## src/rtl/uart_tx_stim.sv

```systemverilog
// Bench-side UART transmitter: 8-deep byte FIFO feeding an 8N1 serialiser; tx_out falls 1 clock after a push into an idle block, and pushes are refused while the FIFO is full.
// Define UART_TX_PARITY_EN to insert an even-parity bit after D7 (8E1 frames).
module uart_tx_stim #(
  parameter int CLKS_PER_BIT = 434,
  parameter int FIFO_AW      = 3,
  parameter int STOP_BITS    = 1
) (
  input  logic               clk,
  input  logic               rst,
  input  logic [7:0]         tx_data,
  input  logic               tx_valid,
  output logic               tx_ready,
  output logic               tx_out,
  output logic               busy,
  output logic               frame_done,
  output logic [FIFO_AW:0]   fifo_count
);

  localparam int DEPTH = 1 << FIFO_AW;
  localparam int CW    = (CLKS_PER_BIT > 2) ? $clog2(CLKS_PER_BIT) : 1;
  localparam logic [CW-1:0]    BIT_LAST = CW'(CLKS_PER_BIT - 1);
  localparam logic [CW-1:0]    BIT_PRE  = CW'(CLKS_PER_BIT - 2);
  localparam logic [FIFO_AW:0] FULL     = (FIFO_AW + 1)'(DEPTH);

`ifdef UART_TX_PARITY_EN
  typedef enum logic [2:0] {IDLE, START, DATA, PARITY, STOP} state_t;
`else
  typedef enum logic [1:0] {IDLE, START, DATA, STOP} state_t;
`endif

  state_t             state;
  logic [7:0]         mem [DEPTH];
  logic [FIFO_AW-1:0] wr_ptr;
  logic [FIFO_AW-1:0] rd_ptr;
  logic [CW-1:0]      cnt;
  logic [2:0]         bit_idx;
  logic               stop_idx;
  logic [7:0]         shift;
`ifdef UART_TX_PARITY_EN
  logic               par;
`endif

  logic       push;
  logic       pop;
  logic       bit_end;
  logic       stop_last;
  logic [7:0] head;

  assign tx_ready  = (fifo_count != FULL);
  assign busy      = (state != IDLE) || (fifo_count != '0);
  assign push      = tx_valid && tx_ready;
  assign bit_end   = (cnt == BIT_LAST);
  assign stop_last = (stop_idx == 1'(STOP_BITS - 1));
  assign head      = mem[rd_ptr];
  // Pop decisions use the registered count, so a same-edge push is not visible yet.
  assign pop = (fifo_count != '0) &&
               ((state == IDLE) || (state == STOP && bit_end && stop_last));

  always_ff @(posedge clk) begin
    if (push) mem[wr_ptr] <= tx_data;
  end

  always_ff @(posedge clk or posedge rst) begin
    if (rst) begin
      wr_ptr     <= '0;
      rd_ptr     <= '0;
      fifo_count <= '0;
    end else begin
      if (push) wr_ptr <= wr_ptr + FIFO_AW'(1);
      if (pop)  rd_ptr <= rd_ptr + FIFO_AW'(1);
      case ({push, pop})
        2'b10:   fifo_count <= fifo_count + (FIFO_AW + 1)'(1);
        2'b01:   fifo_count <= fifo_count - (FIFO_AW + 1)'(1);
        default: fifo_count <= fifo_count;
      endcase
    end
  end

  always_ff @(posedge clk or posedge rst) begin
    if (rst) begin
      state      <= IDLE;
      tx_out     <= 1'b1;
      frame_done <= 1'b0;
      cnt        <= '0;
      bit_idx    <= '0;
      stop_idx   <= 1'b0;
      shift      <= '0;
`ifdef UART_TX_PARITY_EN
      par        <= 1'b0;
`endif
    end else begin
      frame_done <= 1'b0;
      case (state)
        IDLE: begin
          tx_out <= 1'b1;
          cnt    <= '0;
          if (pop) begin
            shift   <= head;
            bit_idx <= '0;
            state   <= START;
            tx_out  <= 1'b0;
`ifdef UART_TX_PARITY_EN
            par     <= ^head;
`endif
          end
        end
        START: begin
          if (bit_end) begin
            cnt    <= '0;
            state  <= DATA;
            tx_out <= shift[0];
          end else begin
            cnt <= cnt + CW'(1);
          end
        end
        DATA: begin
          if (bit_end) begin
            cnt <= '0;
            if (bit_idx == 3'd7) begin
`ifdef UART_TX_PARITY_EN
              state    <= PARITY;
              tx_out   <= par;
`else
              state    <= STOP;
              tx_out   <= 1'b1;
              stop_idx <= 1'b0;
`endif
            end else begin
              bit_idx <= bit_idx + 3'd1;
              shift   <= shift >> 1;
              tx_out  <= shift[1];
            end
          end else begin
            cnt <= cnt + CW'(1);
          end
        end
`ifdef UART_TX_PARITY_EN
        PARITY: begin
          if (bit_end) begin
            cnt      <= '0;
            state    <= STOP;
            tx_out   <= 1'b1;
            stop_idx <= 1'b0;
          end else begin
            cnt <= cnt + CW'(1);
          end
        end
`endif
        STOP: begin
          // Raised one cycle early so the pulse covers the last stop cycle itself.
          if (stop_last && cnt == BIT_PRE) frame_done <= 1'b1;
          if (bit_end) begin
            cnt <= '0;
            if (!stop_last) begin
              stop_idx <= 1'b1;
            end else if (pop) begin
              shift   <= head;
              bit_idx <= '0;
              state   <= START;
              tx_out  <= 1'b0;
`ifdef UART_TX_PARITY_EN
              par     <= ^head;
`endif
            end else begin
              state  <= IDLE;
              tx_out <= 1'b1;
            end
          end else begin
            cnt <= cnt + CW'(1);
          end
        end
        default: begin
          state  <= IDLE;
          tx_out <= 1'b1;
          cnt    <= '0;
        end
      endcase
    end
  end

endmodule

```

## config.mk

```make
export PLATFORM = sky130hd
export DESIGN_NAME = uart_tx_stim
export DESIGN_NICKNAME = d
export VERILOG_FILES = /design/src/rtl/uart_tx_stim.sv
export SDC_FILE = /design/constraint.sdc
export NUM_CORES = 1
export LEC_CHECK = 0
export BUFFER_PORTS_ARGS = -buffer_cell sky130_fd_sc_hd__buf_2
export CORE_ASPECT_RATIO = 1.1
export CORE_MARGIN = 2
export CORE_UTILIZATION = 45
export CTS_BUF_LIST = sky130_fd_sc_hd__clkbuf_8
export DETAILED_ROUTE_END_ITERATION = 7
export PLACE_DENSITY = 0.73
export SYNTH_ARGS = -nofsm -noshare
export SYNTH_HDL_FRONTEND = slang
export SYNTH_SLANG_ARGS = --single-unit
```

## constraint.sdc

```tcl
create_clock -name clk -period 3.8 [get_ports clk]
set_input_delay 0.19 -clock clk [delete_from_list [all_inputs] [get_ports clk]]
set_output_delay 0.19 -clock clk [all_outputs]
set_load 0.005 [all_outputs]
```

# Word-level counts from Yosys, hierarchy flattened
# Memories as Yosys holds them, arrays and structs flattened.
# Cells that the tools add are included.
# totals
word_cells,91
in_bits,11
mem_count,1
ramBits,64
register_bits,35
out_inout_bits,8
# classes
reduce_logical,18
n_mux,39
bitwise,1
addsub,6
n_eq_ne,16
# mem_list
memory,words,word_bits,rd,rd_ports_with_merged_regs,write_ports,line_no,source
mem,8,8,1,0,1,32,logic [7:0] mem [DEPTH];
# op_table
operator,count
$mux 8,5
$pmux 8 s3,1
$eq 9x9->1 const B,2
$pmux 9 s2,1
$mux 1,15
$mux 3,5
$ne 2x2->1 const B,7
$mux 2,6
$add 3x1->3 const B,3
$add 9x1->9 const B,1
$mux 9,1
$pmux 3 s3,1
$pmux 2 s4,1
$pmux 4 s2,1
$reduce_and 4->1,2
$eq 2x2->1 const B,3
$reduce_and 6->1,1
$reduce_bool 2->1,3
$logic_and 1x1->1,5
$reduce_and 5->1,1
$add 4x1->4 const B,1
$eq 2x1->1 const B,2
$ne 4x4->1 const B,1
$pmux 1 s4,1
9 further kinds,10

# Longest topological paths before layout
# Gate-level depths: netlist of the first run.
# depth
depth_word,9
ltp_mapped,12
depth_no_buf,12

# Worst setup path before layout of the first run
# OpenSTA, ideal clock, no wires.
# synth_path
kind,reg-to-reg
from,register fifo_count[1]
to,register fifo_count[2]
path_stages_with_launch,12
required_ps,3672
setup_ps,128
t_arrival_ps,2266
synth_period_minus_slack_ps,2393
path_buffers,1
path_slack_ps,1407
path_cell_list,dfrtp_1 buf_2 or4_4 nand2_1 inv_1 ha_1 xor2_1 ha_1 a21oi_1 xor2_1 nor2_1 xor2_1
# synth_via
elab_chain_len,4
elab_cells_between_ends,10
classes_between,add/sub: 2; eq/ne: 3; mux: 1; reduce/logical: 4
# synth_rtl
item,line_no,source
start: declaration,16,output logic [FIFO_AW:0] fifo_count
start signal: assignment,72,2'b10: fifo_count <= fifo_count + (FIFO_AW + 1)'(1);
start signal: assignment,73,2'b01: fifo_count <= fifo_count - (FIFO_AW + 1)'(1);
start signal: assignment,74,default: fifo_count <= fifo_count;
$ne 4x4->1 or $reduce_bool 4->1 (tied branches),"49, 56",
$logic_and 1x1->1 (on tied branches),"51, 56",
$eq 2x1->1 or $eq 2x2->1 (tied branches),71,"case ({push, pop})"
$pmux 4 s2 or $reduce_bool 2->1 (tied branches),-,
# Several ways; a longest one is shown, not always the timed one.
# A chain may end at the register's enable or synchronous reset.

# Final worst setup path of the first run
# Same ends and word-level chain as after synthesis.

==> impl_metrics.env, run 1 <==
export IMPL_post_cts_buffers=0
export IMPL_post_synth_cell_area_avg_um2=15.4
export IMPL_tightestPinTransition_ps=918
export IMPL_core_area_mm2=0.00940
export IMPL_avgViaCountPerCell=5.46
export IMPL_synth_area_mm2=0.00435
export IMPL_number_of_clock_sinks=98
export IMPL_htree_levels=3
export IMPL_fin_worst_skew_ps=10.4
export IMPL_layout_area_overhead_vs_synth_pct=9.43
export IMPL_power_ir_vdd_worst_mv=0.350
export IMPL_synthesis_nets=310
export IMPL_clk_tree_root_cell="clkbuf_8"
export IMPL_max_cap_viols=0
export IMPL_static_leakage_power_nw=1.81
export IMPL_tritoncts="yes"
export IMPL_drc=0
export IMPL_yosys_top_cells_area="edfxtp_1 (44%), dfrtp_1 (19%), mux4_2 (8.3%)"
export IMPL_final_common_cell="edfxtp_1"
export IMPL_post_cts_resize_count=0
export IMPL_ys_warnings_count=0
export IMPL_synth_seq_area_share_pct=63.7
export IMPL_grt_pass1_wl_mm=12.3
export IMPL_switchingPower_mw=1.28
export IMPL_fin_nets=336
export IMPL_critical_path_n_buffers_inverters=1
export IMPL_syn_instance_count=283
export IMPL_hold_violation_total_from_the_final_report=0
export IMPL_most_instantiated_flip_flop_cell_in_the_synthesis_netlist="edfxtp_1"
export IMPL_drive_gt1_share_pct=23.6
export IMPL_achievable_frequency_mhz=356
export IMPL_setup_violations_final=0
export IMPL_dr_pass1_iters=4
export IMPL_largest_fanout_on_the_critical_path=12
export IMPL_seqPwrFrac_pct=46.6
export IMPL_post_route_cell_area_mm2=0.00476
export IMPL_met3RoutedLength_um=275
export IMPL_timing_critical_path_slowest_stage_cell="or4_4"
export IMPL_unrepaired_setup_endpoints_after_global_routing="no"
export IMPL_first_global_vias=2406
export IMPL_number_of_antenna_violations_at_the_first_check_in_global_routing=0
export IMPL_synth_cell_type_count=45
export IMPL_detailedPlacementHpwl_mm=4.93
export IMPL_timing_critical_path_from_type="flip-flop"
export IMPL_clock_transition_at_the_register_clock_pins_on_the_worst_setup_and_hold_paths_after_cts_ps=100
export IMPL_overflow=0
export IMPL_std_cell_rows=37
export IMPL_initial_core_util_pct=46.3
export IMPL_finalSetupTns_ps=0
export IMPL_placedInstanceArea_mm2=0.00457
export IMPL_wl_mm=7.42
export IMPL_cp_top_family="simple AND/OR/NAND/NOR gates"
export IMPL_cts_buffers=9
export IMPL_final_min_period_ps=2810
export IMPL_combinationalPowerShare_pct=35.6
export IMPL_power_switching_fraction_pct=35.7
export IMPL_fp_dieArea_mm2=0.0105
export IMPL_internal_power_mw=2.30
export IMPL_cp_startpoint="fifo_count[1]"
export IMPL_power_density_mw_per_mm2=751
export IMPL_max_slew_margin_rel_pct=38.8
export IMPL_routedLengthMet1_mm=3.36
export IMPL_timing_worst_setup_path_type="flip-flop to flip-flop"
export IMPL_cpMostUsedCell="xor2_1"
export IMPL_cts_buffer_depth=2
export IMPL_vias=2354
export IMPL_worst_path_setup_slack_after_routing_ps=993
export IMPL_fp_dieW_um=97.8
export IMPL_p_total_mw=3.57
export IMPL_depth_of_the_worst_register_to_register_path=10
export IMPL_worstHoldStart="tx_data[4]"
export IMPL_routed_wire_length_per_instance_um=17.2
export IMPL_synth_top_area_cell="edfxtp_1"
export IMPL_r2r_end="fifo_count[2]"
export IMPL_final_max_slew_violation_count=0
export IMPL_arrival_time_at_the_worst_endpoint_ps=3070
export IMPL_grt_start_max_net_pins=35
export IMPL_worstHoldPathCells=1
export IMPL_worst_hold_path_endpoint="mem[6][4]"
export IMPL_worst_hold_path_type="input port to flip-flop"
export IMPL_insertedDiodeCount=0
export IMPL_global_route_usage_total_pct=15.4
export IMPL_critPathMaxStageDelay_ps=570
export IMPL_status="finished clean"
export IMPL_critical_path_required_ps=4070
export IMPL_route_met2_wl_mm=3.65
export IMPL_highest_signal_layer="met4"
export IMPL_setup_worst_path_end_class="flip-flop"
export IMPL_routability_congestion_estimate=0.773
export IMPL_ys_seq_elements=98
export IMPL_route_antenna_remaining_nets=0
export IMPL_clk_insertion_delay_late_ps=370
export IMPL_placement_io_buffers=18
export IMPL_post_synth_edffs=64
export IMPL_p_clk_share_pct=17.8
export IMPL_detailedPlace_worstSlack_ps=995
export IMPL_die_y_um=107
export IMPL_design_portCount=19
export IMPL_post_synthesis_async_set_or_reset_flop_share_pct=34.7
export IMPL_layout_cells_most_common_list="edfxtp_1 (64), dfrtp_1 (33), nor2_1 (19), buf_2 (18)"
export IMPL_r2r_slack_ps=990
export IMPL_path_cells="or4_4 -> nand2_1 -> inv_1 -> ha_1 -> xor2_1 -> ha_1 -> a21oi_1 -> xor2_1 -> nor2_1 -> xor2_1"
export IMPL_timing_rr_start="fifo_count[1]"
export IMPL_min_period_over_period_pct=73.9
export IMPL_synth_top_cell_area_share_pct=44.2
export IMPL_detailedRoute_firstIterationViolations=129
[repair_timing]
item,4_1_cts,5_1_grt
endpoints found under the hold margin,33,0
hold buffers,1,0
endpoints found under the setup margin,0,0
[cells by family (layout without fill, tap and decap cells)]
kind of cell,Yosys count,in the layout,synth area share [%]
DFF,98,98,63.7
xor gates and xnor gates,15,15,3.02
muxes,28,28,11.2
and+or+nand+nor,66,66,8.05
adders and majority gates,16,16,4.60
AOI/OAI and AO/OA,42,42,7.16
buffers and inverters,18,49,2.27
[through the flow]
step	utilization [%]	cells	hold WS, ps
global route	50.7	431	82.4
detailed placement	48.6	414	313
floorplan	-	283	289
finish	50.7	431	81.1
CTS	50.7	431	66.0
global placement	48.6	414	299
[cell type report]
cell class                      instances  area (µm²)
Timing Repair Buffer                   25         145
Tap cell                              117         146
Multi-Input combinational cell        167        1480
Sequential cell                        98        2770
Inverter                                8        30.0
Fill cell                             755        4640
Clock buffer                            9         124
Clock inverter                          7        58.8
[synthesized netlist by cell type (all sizes together), types with 3 or more instances]
master / number
a21oi: 5
a22oi: 7
a2bb2oi: 7
and4: 3
buf: 9
dfrtp: 33
edfxtp: 64
ha: 16
inv: 8
mux2: 4
mux2i: 8
mux4: 16
nand2: 17
nand2b: 3
nand3: 6
nand3b: 4
nor2: 19
nor3: 6
o21ai: 13
xnor2: 8
xor2: 7
[sequential cells by signal, summed over array words and instances (netlist names)]
register / count
tx_out: 1
shift: 8
rd_ptr: 3
frame_done: 1
wr_ptr: 3
bit_idx: 3
state: 2
cnt: 9
mem: 64
fifo_count: 4
[layer usage]
metal / track usage (%) / vias up
met3: 3.46 / 11
met4: 6.75 / 0
met5: 0 / -
li1: - / 1129
met1: 19.2 / 1181
met2: 26.1 / 33
[worst max path at each step]
stage                          endpoint  cells after the start
after global routing      fifo_count[2]                     12
after floorplan           fifo_count[2]                     11
after detailed placement  fifo_count[2]                     10
after CTS                 fifo_count[2]                     10
final                     fifo_count[2]                     10
after global placement    fifo_count[2]                     10
[power groups by stage]
stage	registers, mW	clock network [mW]	logic, mW
finish	1.67	0.638	1.27
global route	1.71	0.694	1.41
CTS	1.67	0.650	1.29
detailed placement	1.69	0	1.28
global placement	1.68	0	1.25
floorplan	1.54	0	1.14
Power figures use the tool's default switching activity.
==> inputs of run 2 (changes only) <==
==> constraint.sdc (replaced) <==
create_clock -name clk -period 2.6 [get_ports clk]
set_input_delay 0.13 -clock clk [delete_from_list [all_inputs] [get_ports clk]]
set_output_delay 0.13 -clock clk [all_outputs]
set_load 0.005 [all_outputs]
==> impl_metrics.env, run 2 (synthesis results as in run 1) <==
export IMPL_timing_worst_setup_path_type="flip-flop to flip-flop"
export IMPL_dr_pass1_iters=6
export IMPL_path_cells="inv_1 -> ha_1 -> a41o_2 -> nand2_1 -> inv_1 -> ha_1 -> xor2_1 -> ha_1 -> a21oi_1 -> xor2_1 -> nor2_1 -> xor2_1"
export IMPL_setup_worst_path_end_class="flip-flop"
export IMPL_layout_area_overhead_vs_synth_pct=11.7
export IMPL_r2r_end="fifo_count[2]"
export IMPL_number_of_clock_sinks=98
export IMPL_setup_violations_final=0
export IMPL_tightestPinTransition_ps=440
export IMPL_worstHoldStart="tx_data[0]"
export IMPL_vias=2426
export IMPL_timing_critical_path_slowest_stage_cell="dfrtp_1"
export IMPL_unrepaired_setup_endpoints_after_global_routing="no"
export IMPL_clock_transition_at_the_register_clock_pins_on_the_worst_setup_and_hold_paths_after_cts_ps=110
export IMPL_global_route_usage_total_pct=15.4
export IMPL_fin_nets=347
export IMPL_critical_path_required_ps=2860
export IMPL_drive_gt1_share_pct=26.2
export IMPL_worstHoldPathCells=1
export IMPL_hold_violation_total_from_the_final_report=0
export IMPL_routability_congestion_estimate=0.822
export IMPL_detailedPlace_worstSlack_ps=239
export IMPL_tritoncts="yes"
export IMPL_worst_hold_path_endpoint="mem[7][0]"
export IMPL_grt_start_max_net_pins=35
export IMPL_grt_pass1_wl_mm=12.3
export IMPL_wl_mm=7.49
export IMPL_detailedPlacementHpwl_mm=4.94
export IMPL_p_total_mw=5.36
export IMPL_fp_dieW_um=97.8
export IMPL_final_max_slew_violation_count=0
export IMPL_timing_rr_start="state[0]"
export IMPL_largest_fanout_on_the_critical_path=5
export IMPL_cts_buffers=9
export IMPL_static_leakage_power_nw=1.87
export IMPL_clk_insertion_delay_late_ps=360
export IMPL_cts_buffer_depth=2
export IMPL_worst_hold_path_type="input port to flip-flop"
export IMPL_reg_top3="mem (64), cnt (9), shift (8)"
export IMPL_max_cap_viols=0
export IMPL_std_cell_rows=37
export IMPL_utilization_pct=51.7
export IMPL_arrival_time_at_the_worst_endpoint_ps=2630
export IMPL_critPathMaxStageDelay_ps=430
export IMPL_final_min_period_ps=2370
export IMPL_placement_io_buffers=18
export IMPL_fp_dieArea_mm2=0.0105
export IMPL_post_cts_resize_count=0
export IMPL_overflow=0
export IMPL_number_of_antenna_violations_at_the_first_check_in_global_routing=0
export IMPL_final_common_cell="edfxtp_1"
export IMPL_worst_path_setup_slack_after_routing_ps=226
export IMPL_timing_critical_path_from_type="flip-flop"
export IMPL_insertedDiodeCount=0
export IMPL_power_ir_vdd_worst_mv=0.485
export IMPL_route_antenna_remaining_nets=0
export IMPL_routed_wire_length_per_instance_um=16.9
export IMPL_finalSetupTns_ps=0
export IMPL_power_density_mw_per_mm2=1100
export IMPL_max_slew_margin_rel_pct=70.7
export IMPL_r2r_slack_ps=230
export IMPL_htree_levels=3
export IMPL_die_y_um=107
export IMPL_achievable_frequency_mhz=421
export IMPL_post_cts_buffers=0
export IMPL_fin_worst_skew_ps=14.4
export IMPL_clk_tree_root_cell="clkbuf_8"
export IMPL_layout_cells_most_common_list="edfxtp_1 (64), dfrtp_1 (33), nor2_1 (19), buf_2 (18), buf_4 (17)"
export IMPL_design_portCount=19
export IMPL_initial_core_util_pct=46.3
export IMPL_status="finished clean"
export IMPL_min_period_over_period_pct=91.3
export IMPL_detailedRoute_firstIterationViolations=109
export IMPL_depth_of_the_worst_register_to_register_path=12
export IMPL_critical_path_n_buffers_inverters=2
export IMPL_largest_reg_flops=64
export IMPL_core_area_mm2=0.00940
export IMPL_first_global_vias=2418
export IMPL_registers_top_by_ff_count="mem"
export IMPL_cp_top_family="adder cells"
export IMPL_avgViaCountPerCell=5.49
export IMPL_drc=0
run 2: layout make-up:
class,count,area [µm²]
Fill cell,781,4540
Sequential cell,98,2770
Multi-Input combinational cell,167,1480
Timing Repair Buffer,36,228
Tap cell,117,146
Clock buffer,9,124
Clock inverter,7,78.8
Inverter,8,30.0
run 2: per-stage QoR:
stage / hold slack [ps] / instance area (µm²) / cells
2_1_floorplan: 229 / 4350 / 283
3_3_place_gp: 242 / 4650 / 425
3_5_place_dp: 250 / 4650 / 425
4_1_cts: 5.30 / 4860 / 442
5_1_grt: 23.2 / 4860 / 442
6_report: 23.3 / 4860 / 442
run 2: what timing repair did:
item | 4_1_cts | 5_1_grt
hold buffers | 1 | 0
endpoints found under the hold margin | 33 | 0
endpoints found under the setup margin | 0 | 0
run 2: worst register-to-register path, cell delays in order (launching register included):
cell and delay (ps):
dfrtp_1 430, inv_1 120, ha_1 240, a41o_2 250, nand2_1 80, inv_1 60
ha_1 250, xor2_1 170, ha_1 180, a21oi_1 140, xor2_1 160, nor2_1 60
xor2_1 140
run 2: worst max path at each step:
stage                             start       endpoint  slack [ps]  cells past startpoint
after detailed placement       state[0]  fifo_count[2]         240                     12
final                          state[0]  fifo_count[2]         230                     12
after CTS                      state[0]  fifo_count[2]         210                     12
after global placement         state[0]  fifo_count[2]         320                     12
after floorplan           fifo_count[1]  fifo_count[2]         210                     11
after global routing             cnt[3]  fifo_count[2]          70                     11
run 2: where the power goes:
part           switching (mW)  leakage [nW]  internal, mW  total (mW)
Clock                   0.590         0.102         0.383       0.973
Combinational            1.09         0.759          1.03        2.12
Sequential              0.237          1.01          2.03        2.27
Total                    1.91          1.87          3.45        5.36
run 2: layer usage:
metal / wire length [µm] / share of wire [%] / global-route usage (%) / vias up
met5: 0 / 0 / 0 / -
met4: 184 / 2.5 / 7.34 / 0
met3: 256 / 3.4 / 3.26 / 12
met2: 3670 / 49 / 25.2 / 44
met1: 3380 / 45 / 19.8 / 1221
li1: - / - / - / 1149
